### src/rtl/mem_stage.sv
`default_nettype none
// ============================================================================
//  Module   : mem_stage
//  Purpose  : MIPS pipeline MEM stage. Issues sized loads/stores over a
//             req/ack data bus, extends load data, stalls upstream while an
//             access is outstanding and drives the MEM/WB pipeline register.
//  Revision : 1.0  initial release
// ============================================================================
module mem_stage #(
    parameter int TIMEOUT = 16
) (
    input  logic        clk,
    input  logic        rst,
    input  logic        pstop_i,
    input  logic [31:0] alu_result,
    input  logic [31:0] b_value,
    input  logic [4:0]  dst_reg,
    input  logic [5:0]  opcode,
    input  logic        mem_read,
    input  logic        mem_write,
    input  logic        wb_reg_write,
    input  logic        wb_mem_to_reg,
    output logic [31:0] dbus_addr,
    output logic [31:0] dbus_wdata,
    output logic [3:0]  dbus_be,
    output logic        dbus_we,
    output logic        dbus_req,
    input  logic [31:0] dbus_rdata,
    input  logic        dbus_ack,
    output logic        mem_stall,
    output logic [31:0] mem_fwd_val,
    output logic        bus_err,
    output logic [31:0] MEM_WB_alu_result,
    output logic [31:0] MEM_WB_read_data,
    output logic [4:0]  MEM_WB_dst_reg,
    output logic        MEM_WB_wb_reg_write,
    output logic        MEM_WB_wb_mem_to_reg
);

    localparam logic [5:0] c_OP_LB  = 6'h20;
    localparam logic [5:0] c_OP_LH  = 6'h21;
    localparam logic [5:0] c_OP_LBU = 6'h24;
    localparam logic [5:0] c_OP_LHU = 6'h25;
    localparam logic [5:0] c_OP_SB  = 6'h28;
    localparam logic [5:0] c_OP_SH  = 6'h29;

    // Counter is 8 bits wide because TIMEOUT is limited to 1..255
    localparam logic [7:0] c_TIMEOUT = 8'(TIMEOUT);

    typedef enum logic [0:0] {
        S_IDLE = 1'b0,
        S_WAIT = 1'b1
    } state_t;

    state_t      r_state;
    logic [7:0]  r_cnt;
    logic        r_bus_err;

    logic        w_is_byte;
    logic        w_is_half;
    logic        w_is_word;
    logic        w_signed;
    logic        w_mem_op;
    logic        w_misaligned;
    logic        w_access;
    logic        w_req;
    logic        w_abort;
    logic        w_stall;
    logic        w_advance;
    logic        w_load_hit;
    logic [3:0]  w_be;
    logic [31:0] w_wdata;
    logic [7:0]  w_lane_byte;
    logic [15:0] w_lane_half;
    logic [31:0] w_load_ext;

    // Decode access size and signedness from the opcode; unknown opcodes are word
    always_comb begin
        w_is_byte = (opcode == c_OP_LB) || (opcode == c_OP_LBU) || (opcode == c_OP_SB);
        w_is_half = (opcode == c_OP_LH) || (opcode == c_OP_LHU) || (opcode == c_OP_SH);
        w_is_word = !w_is_byte && !w_is_half;
        w_signed  = (opcode == c_OP_LB) || (opcode == c_OP_LH);
    end

    // Alignment check and bus access qualification
    always_comb begin
        w_mem_op     = mem_read | mem_write;
        w_misaligned = w_mem_op &
                       ((w_is_half & alu_result[0]) |
                        (w_is_word & (alu_result[1:0] != 2'b00)));
        // Reset gates a fresh request so an abandoned access is not reissued
        w_access     = w_mem_op & ~w_misaligned & ~pstop_i & ~rst;
    end

    // Byte enables and lane-replicated store data
    always_comb begin
        w_be    = 4'b1111;
        w_wdata = b_value;
        if (w_is_byte) begin
            w_be    = 4'b0001 << alu_result[1:0];
            w_wdata = {4{b_value[7:0]}};
        end else if (w_is_half) begin
            w_be    = alu_result[1] ? 4'b1100 : 4'b0011;
            w_wdata = {2{b_value[15:0]}};
        end
    end

    // Lane selection and sign/zero extension of read data
    always_comb begin
        case (alu_result[1:0])
            2'd0:    w_lane_byte = dbus_rdata[7:0];
            2'd1:    w_lane_byte = dbus_rdata[15:8];
            2'd2:    w_lane_byte = dbus_rdata[23:16];
            default: w_lane_byte = dbus_rdata[31:24];
        endcase
        w_lane_half = alu_result[1] ? dbus_rdata[31:16] : dbus_rdata[15:0];
        if (w_is_byte)
            w_load_ext = w_signed ? {{24{w_lane_byte[7]}}, w_lane_byte}
                                  : {24'd0, w_lane_byte};
        else if (w_is_half)
            w_load_ext = w_signed ? {{16{w_lane_half[15]}}, w_lane_half}
                                  : {16'd0, w_lane_half};
        else
            w_load_ext = dbus_rdata;
    end

    // Request, abort and stall; stall drops in the cycle the access completes
    always_comb begin
        w_req      = (r_state == S_WAIT) ? 1'b1 : w_access;
        w_abort    = (r_state == S_WAIT) & ~dbus_ack & (r_cnt == c_TIMEOUT);
        w_stall    = w_req & ~dbus_ack & ~w_abort;
        // pstop only freezes the stage when no access is in flight
        w_advance  = ~w_stall & ((r_state == S_WAIT) | ~pstop_i);
        w_load_hit = w_req & dbus_ack & mem_read;
    end

    // Access FSM with wait counter and sticky bus error
    always_ff @(posedge clk) begin
        if (rst) begin
            r_state   <= S_IDLE;
            r_cnt     <= 8'd0;
            r_bus_err <= 1'b0;
        end else begin
            case (r_state)
                S_IDLE: begin
                    if (w_access && !dbus_ack) begin
                        r_state <= S_WAIT;
                        r_cnt   <= 8'd1;
                    end
                    if (w_misaligned && !pstop_i)
                        r_bus_err <= 1'b1;
                end
                S_WAIT: begin
                    if (dbus_ack) begin
                        r_state <= S_IDLE;
                        r_cnt   <= 8'd0;
                    end else if (r_cnt == c_TIMEOUT) begin
                        r_state   <= S_IDLE;
                        r_cnt     <= 8'd0;
                        r_bus_err <= 1'b1;
                    end else begin
                        r_cnt <= r_cnt + 8'd1;
                    end
                end
                default: begin
                    r_state <= S_IDLE;
                    r_cnt   <= 8'd0;
                end
            endcase
        end
    end

    // MEM/WB register: capture on advance, bubble while stalled, hold on pstop
    always_ff @(posedge clk) begin
        if (rst) begin
            MEM_WB_alu_result    <= 32'd0;
            MEM_WB_read_data     <= 32'd0;
            MEM_WB_dst_reg       <= 5'd0;
            MEM_WB_wb_reg_write  <= 1'b0;
            MEM_WB_wb_mem_to_reg <= 1'b0;
        end else if (w_stall) begin
            MEM_WB_wb_reg_write  <= 1'b0;
            MEM_WB_wb_mem_to_reg <= 1'b0;
        end else if (w_advance) begin
            MEM_WB_alu_result    <= alu_result;
            MEM_WB_read_data     <= w_load_hit ? w_load_ext : 32'd0;
            MEM_WB_dst_reg       <= dst_reg;
            MEM_WB_wb_reg_write  <= wb_reg_write & ~w_misaligned;
            MEM_WB_wb_mem_to_reg <= wb_mem_to_reg;
        end
    end

    assign dbus_addr   = {alu_result[31:2], 2'b00};
    assign dbus_wdata  = w_wdata;
    assign dbus_be     = w_be;
    assign dbus_we     = mem_write;
    assign dbus_req    = w_req;
    assign mem_stall   = w_stall;
    assign mem_fwd_val = alu_result;
    assign bus_err     = r_bus_err;

endmodule
`default_nettype wire

### config.mk
export PLATFORM = sky130hd
export DESIGN_NAME = mem_stage
export DESIGN_NICKNAME = d
export VERILOG_FILES = /design/src/rtl/mem_stage.sv
export SDC_FILE = /design/constraint.sdc
export NUM_CORES = 1
export LEC_CHECK = 0
export CAP_MARGIN = 20
export CORE_MARGIN = 3
export CORE_UTILIZATION = 41
export CTS_CLUSTER_DIAMETER = 50
export CTS_CLUSTER_SIZE = 24
export DETAILED_ROUTE_END_ITERATION = 10
export PLACE_DENSITY = 0.95
export SLEW_MARGIN = 20
export SYNTH_ARGS = -nofsm -noshare
export SYNTH_HDL_FRONTEND = slang
export SYNTH_SLANG_ARGS = --single-unit
### constraint.sdc
create_clock -name clk -period 5.7 [get_ports clk]
set_input_delay 0.855 -clock clk [delete_from_list [all_inputs] [get_ports clk]]
set_output_delay 0.855 -clock clk [all_outputs]
set_load 0.005 [all_outputs]
==> impl.org <==
** Setup path
- Among all stages on the critical path, the largest delay is contributed by sky130_fd_sc_hd__nand2_1.
- Max Fanout on Critical Path :: 17
- Number of buffer and inverter instances along the worst setup path :: 2
- Critical path, cell by cell :: clkdlybuf4s50_1 -> nor3b_1 -> nand2_1 -> mux2_2 -> clkdlybuf4s50_1
- STA classifies the critical path startpoint as a primary input.
- The critical path is of the primary input to primary output type.
- The worst setup path is captured at a primary output.
- Slowest Stage Delay on Critical Path :: 620 ps
- At the worst endpoint, the required time is approximately 4900 ps.
- Delay-heaviest family, CP :: simple AND/OR/NAND/NOR gates
- Crit path top cell by count :: sky130_fd_sc_hd__clkdlybuf4s50_1
- R2R cell count :: 9
- Arrival time at the worst endpoint :: 3370 ps
- Total stage count of the critical path :: 5

** Die
- Count of standard-cell rows :: 39
- Core Region :: ~12000 um^2
- The floorplan step set the die height to 115 um.
- Area of the die :: approximately 13000 um^2
- Die X-Extent :: 115 um
- The initial utilization of the core area, before any placement, comes to 42.3%.
- IO Pins :: 290

** Routing
- Via count :: 4992
- Number of nets still failing antenna checks after routing :: 0
- In the final routed layout, each cell accounts on average for 19.4 um.
- DRC :: 0
- Per-cell via count in the routed design :: 5.58
- In this run, the number of DRC markers left after iteration 0 of detailed routing was 530.
- Final wirelength :: 17300 um
- Number of optimization iterations in the first detailed-route pass :: 6

** Power and ir drop
- Power per cell area :: 205 nW/um^2
- The worst-case IR drop observed on VDD is around 0.00015 V.
- The internal power of the cells totals 1.15 mW.
- For this design the total switching power over the nets is 0.393 mW.
- Combinational logic burns 24.0% of the power.
- Power comes to 1.54 mW.
- For this design the static power due to leakage is about 2.8 nW.
- Net switching share of the total power :: approximately 26%
- Per report_power, the sequential group accounts for 38.6% of the total.
- The clock network is responsible for 37.4% of the overall power.

** STA
- Setup violators final :: 0
- Count of final max-slew check failures :: 0
- After layout, the worst setup slack is 1480 ps.
- Post-Route Setup TNS :: 0 ps
- In the finished design, the share of the clock period the worst path needs comes to 74.1%.
- Headroom to the max-slew limit came out at 28.3%.
- Setup repair after global routing left no endpoint under its margin.
- Timing would allow up to about 240 MHz.
- The count of final hold-check violations was 0.
- Between clock sinks in the finished design, the worst skew comes to ~7.2 ps.
- Subtracting the final worst setup slack from the clock period gives 4220 ps.
- Worst-Margin Slew :: 1070 ps

** Global routing
- Pin count of the biggest net entering global routing :: a little under 80
- The total overflow left after global routing is 0.
- Global-route usage over all layers :: approximately a quarter
- Initial antenna violation count :: 1
- First-pass GRT wire length :: 26000 um
- The number of global-route vias before repair was 4649.

** Final layout
- Relative area change from synthesis to final layout :: 54.1%
- Cells fill 65.1% of the core in the end.
- The final layout contains 864 nets.
- Count of antenna diodes in the layout :: 0
- Area of all placed cells without fillers :: roughly 7500 um^2
- The post-route netlist has 11.4% of its cells at a drive strength greater than 1.
- Top Registers :: MEM_WB_alu_result (32), MEM_WB_read_data (32), r_cnt (8)

** Clock network
- CTS Hold Buffers Added :: 0
- Buffers inserted by post-CTS timing repair :: 0
- Cts bufs inserted :: 9
- Longest Clk Path Bufs :: 2
- Root Driver :: sky130_fd_sc_hd__clkbuf_16
- CTS tree :: built
- Once the clock tree was built, the resizer swapped 0 gates to a different size.
- H-tree levels :: 3
- CTS saw 81 sinks.
- Clock-pin slew of the registers on the worst-case setup and hold paths :: 60 ps
- The later pin in the worst-skew pair is clocked with a latency of 330 ps.

** Hold path
- The tightest min-delay check is of the flop to flop type.
- Counting instances, the worst hold path has a depth of 1.

** Synth
- Synthesis instantiated 47 different standard cells from the library.
- Seq/Total Area, Yosys :: between 30 and 40%
- In the synthesized netlist the dominant register cell turns out to be sky130_fd_sc_hd__dfxtp_1.
- Number of flip-flops and latches in the synthesized netlist :: about 80
- For this run, the number of Yosys warnings is 0.
- Cells after Synth :: 562
- The cell area that synthesis handed to floorplanning was 4870 um^2.
- Count of flip-flops with a built-in enable after synthesis :: 0
- For this run, asynchronously set or reset flops after synthesis account for 0%.
- Averaged over all synthesized cells, the footprint is 8.66 um^2.

** Placed design
- Total of buffers placed on input and output ports :: between 200 and 300
- Once placement finished, the instance area stood at 7200 um^2.
- The wire-length estimate of the detail-placed layout is 13200 um.
- Placer's final routability congestion estimate :: 0.940
- Before CTS, the worst setup slack after placement is 1320 ps.

** Run
- Max-cap violations in this run came to 0.

** Run status
- The flow ran to the end, and the final reports show no timing, DRC or antenna violations.
-- Yosys cell counts (2+ instances only) --
cell / instances / share of area (%)
sky130_fd_sc_hd__dfxtp_1: 81 / 33
sky130_fd_sc_hd__buf_4: 74 / 11
sky130_fd_sc_hd__a21oi_1: 69 / 7.1
sky130_fd_sc_hd__nand3_1: 43 / 4.4
sky130_fd_sc_hd__nand2_1: 42 / 3.2
sky130_fd_sc_hd__a21bo_2: 36 / 7.4
sky130_fd_sc_hd__clkbuf_1: 30 / 2.3
sky130_fd_sc_hd__o22ai_1: 25 / 3.2
sky130_fd_sc_hd__a22o_1: 16 / 2.9
sky130_fd_sc_hd__nor2_1: 16 / 1.2
sky130_fd_sc_hd__o2bb2ai_1: 16 / 2.9
sky130_fd_sc_hd__o21ai_0: 14 / 1.4
sky130_fd_sc_hd__buf_2: 11 / 1.1
sky130_fd_sc_hd__a211oi_1: 9 / 1.4
sky130_fd_sc_hd__mux2i_1: 9 / 1.9
sky130_fd_sc_hd__mux4_2: 9 / 4.2
sky130_fd_sc_hd__mux2_2: 8 / 1.9
sky130_fd_sc_hd__a311oi_1: 5 / 0.90
sky130_fd_sc_hd__buf_6: 5 / 1.2
sky130_fd_sc_hd__inv_1: 5 / 0.39
sky130_fd_sc_hd__and3_1: 4 / 0.51
sky130_fd_sc_hd__nand2b_1: 4 / 0.51
sky130_fd_sc_hd__a41oi_1: 2 / 0.36
sky130_fd_sc_hd__and2_1: 2 / 0.26
sky130_fd_sc_hd__ha_1: 2 / 0.51
sky130_fd_sc_hd__nor3_2: 2 / 0.41
sky130_fd_sc_hd__nor3b_1: 2 / 0.31
sky130_fd_sc_hd__nor4_1: 2 / 0.26
-- through the flow --
stage                     hold WS (ps)  cells
after floorplan                    443    563
after global placement             447    879
after detailed placement           445    879
after CTS                          465    895
after global routing               487    895
final                              464    895
-- cell type report --
cell class                      count  area, um^2
Clock buffer                        9         225
Sequential cell                    81        1620
Fill cell                         951        4020
Inverter                            6        22.5
Tap cell                          143         179
Clock inverter                      7        70.1
Timing Repair Buffer              293        2910
Multi-Input combinational cell    356        2470
-- metal layers --
metal / global-route usage (%) / vias up / part of all wire (%)
met5: 0 / - / 0.098
met4: 6.10 / 2 / 1.6
met3: 6.74 / 31 / 8.0
met2: 40.6 / 222 / 50
met1: 32.7 / 2373 / 40
li1: - / 2364 / -
-- power groups by stage --
stage	Clock, mW	Sequential, mW	Combinational [mW]
after floorplan	0	0.607	0.164
after global placement	0	0.605	0.360
after detailed placement	0	0.606	0.368
after CTS	0.585	0.594	0.370
after global routing	0.610	0.596	0.396
final	0.575	0.594	0.370
-- path summary, 6_finish.rpt --
| path | startpoint | to | slack [ps] |
|---|---|---|---|
| worst max register to register | r_cnt[0] | MEM_WB_read_data[7] | 2760 |
| worst min-delay path | MEM_WB_read_data[18] | MEM_WB_read_data[18] | 460 |
| worst max-delay path | opcode[5] | dbus_wdata[9] | 1480 |
| worst min register to register | MEM_WB_read_data[18] | MEM_WB_read_data[18] | 460 |
-- cell usage in the layout, fill, tap and decap left out, types with 3 or more instances in the layout --
cell / count
sky130_fd_sc_hd__buf_4: 6
sky130_fd_sc_hd__clkinv_2: 3
sky130_fd_sc_hd__clkbuf_16: 9
sky130_fd_sc_hd__o21ai_0: 14
sky130_fd_sc_hd__mux2i_1: 9
sky130_fd_sc_hd__a21bo_2: 36
sky130_fd_sc_hd__a211oi_1: 9
sky130_fd_sc_hd__a311oi_1: 5
sky130_fd_sc_hd__a21oi_1: 69
sky130_fd_sc_hd__mux2_2: 8
sky130_fd_sc_hd__dfxtp_1: 81
sky130_fd_sc_hd__inv_1: 5
sky130_fd_sc_hd__o2bb2ai_1: 16
sky130_fd_sc_hd__nand3_1: 43
sky130_fd_sc_hd__clkdlybuf4s50_1: 286
sky130_fd_sc_hd__nor2_1: 16
sky130_fd_sc_hd__a22o_1: 16
sky130_fd_sc_hd__o22ai_1: 25
sky130_fd_sc_hd__nand2b_1: 4
sky130_fd_sc_hd__nand2_1: 40
sky130_fd_sc_hd__and3_1: 4
sky130_fd_sc_hd__mux4_2: 9
-- logic make-up after synthesis --
kind of cell	Yosys count	share of synthesized area [%]
multiplexers	26	7.87
flip-flops	81	33.3
other	1	0.0770
buffers and inverters	126	16.5
AO/OA/AOI/OAI	202	29.5
adder cells (fa/ha/maj)	2	0.514
AND/OR/NAND/NOR	124	12.3
(Power assumes the default switching activity.)
==> edit (config.mk and constraints unchanged) <==
Reset style: asynchronous (`rst`), changed in 2 clocked blocks.
--- a/src/rtl/mem_stage.sv
+++ b/src/rtl/mem_stage.sv
@@ -136,5 +136,5 @@
 
     // Access FSM with wait counter and sticky bus error
-    always_ff @(posedge clk) begin
+    always_ff @(posedge clk or posedge rst) begin
         if (rst) begin
             r_state   <= S_IDLE;
@@ -172,5 +172,5 @@
 
     // MEM/WB register: capture on advance, bubble while stalled, hold on pstop
-    always_ff @(posedge clk) begin
+    always_ff @(posedge clk or posedge rst) begin
         if (rst) begin
             MEM_WB_alu_result    <= 32'd0;
Check against the original RTL: differs if rst is asserted again (counterexample within 4 cycles, from zero or initial values and one cycle with rst high); with rst held inactive, the same outputs for 4 cycles.
==> edit against the unedited design <==
Synthesized area is 2.8% higher; worst setup slack lost 1.1 ps; critical path depth grew 3; routed wire length decreased by 3.9%; total power is 17% higher; cell count is 5.0% lower; die area up 2.6%; cell area increased by 3.5%; first-iteration DRC count rose by 7.0%; sequential cell count unchanged; critical path type unchanged; highest routed layer is now met4.
==> edit: results (changes against the unedited design) <==
CP endpoint mem_stall; Pleak 0.00333 uW (+20%); post-synthesis mux area share 15.9% (+8.1 points); CP max stage delay 560 ps (-60 ps); Min-Delay Endpoint bus_err$_DFFE_PP0P_; layout cells sized above 1 11.0% (-0.40 points); vias per cell 5.43 (-2.7%); final net count 819 (-5.2%); GR Util met2 41.2% (+0.60 points); Distinct cells, synth 48 (+2.1%); most instantiated cells after synthesis dfrtp_1 (81), buf_4 (73), nand2_1 (70); 1st-iter DRT viols 567 (+7.0%); post-synthesis xor/xnor area fraction 0.350% (+0.35 points); Max Used Layer met4; routed wl met2 8580 um (-1.4%); first-pass GRT wire length 25400 um (-2.1%); post-synthesis adder-cell area fraction 0.500% (-0.014 points); worst-margin pin slew 824 ps (-247 ps); R2R Setup Slk 2900 ps (+140 ps); Metal-1 WL 6080 um (-13%); slowest CP cell or4b_4; top post-synthesis cells by area dfrtp_1 (41%), buf_4 (11%), mux2_4 (11%), nand2_1 (5.3%), nor2_1 (3.4%); worst-path fanout max 24 (+7); largest net degree at the start of global routing 52 (-32%); RR Endpoint MEM_WB_alu_result[27]$_DFFE_PP0P_; Post-synth ARST share 100% (+100 points); r2r startpoint r_cnt[0]$_DFFE_PP0P_; Final GP Congestion 0.933 (-0.82%); HP Start bus_err$_DFFE_PP0P_; status finished, final reports clean; Compound-Gate Fraction of Synth Area 14.8% (-15 points); met3 Track Usage GR 6.37% (-0.36 points); crit path launch opcode[0]; met3 wire len 1520 um (+10%); global router's overall resource usage 23.7% (-1.1 points); initial antenna violation count 0 (-1); DRT Pass-1 Iters 5 (-1); Port Buffer Count 287 (unchanged); Peak supply drop 0.000158 V (+3.1%); WHS Path Cells 2 (+1); Final Skew 12.7 ps (+5.46 ps); Top delay family on crit path buffers and inverters; post-synthesis sequential area ratio 40.5% (+7.2 points); grt met1 use 28.3% (-4.3 points)
-- edit: cell count changes after synthesis, moves of 29 or more --
| cell | change |
|---|---|
| dfrtp_1 | +81 |
| mux2_4 | +35 |
| a21bo_2 | -36 |
| nor2_1 | +29 |
| nand3_1 | -40 |
| dfxtp_1 | -81 |
| a21oi_1 | -58 |
-- edit: power by group --
group | total (uW) | switching (uW) | internal (uW)
logic | 487 | 181 | 306
registers | 656 | 34.3 | 622
clock network | 652 | 258 | 394
-- edit: layout make-up --
cell class                 count  area (um^2)
fill                         832         3900
timing repair buffer         294         2930
multi-input combinational    309         2270
sequential                    81         2030
clock buffer                   9          225
tap                          143          179
clock inverter                 7          108
inverter                       7         27.5
-- edit: metrics by stage --
step	setup slack (ps)	hold slack [ps]	instances	util [%]	area [um^2]
detailed placement	1500	471	834	63.6	7420
global placement	1570	458	834	63.6	7420
floorplan	2650	464	496	-	5000
global route	1390	512	850	66.5	7760
finish	1470	490	850	66.5	7760
CTS	1490	487	850	66.5	7750
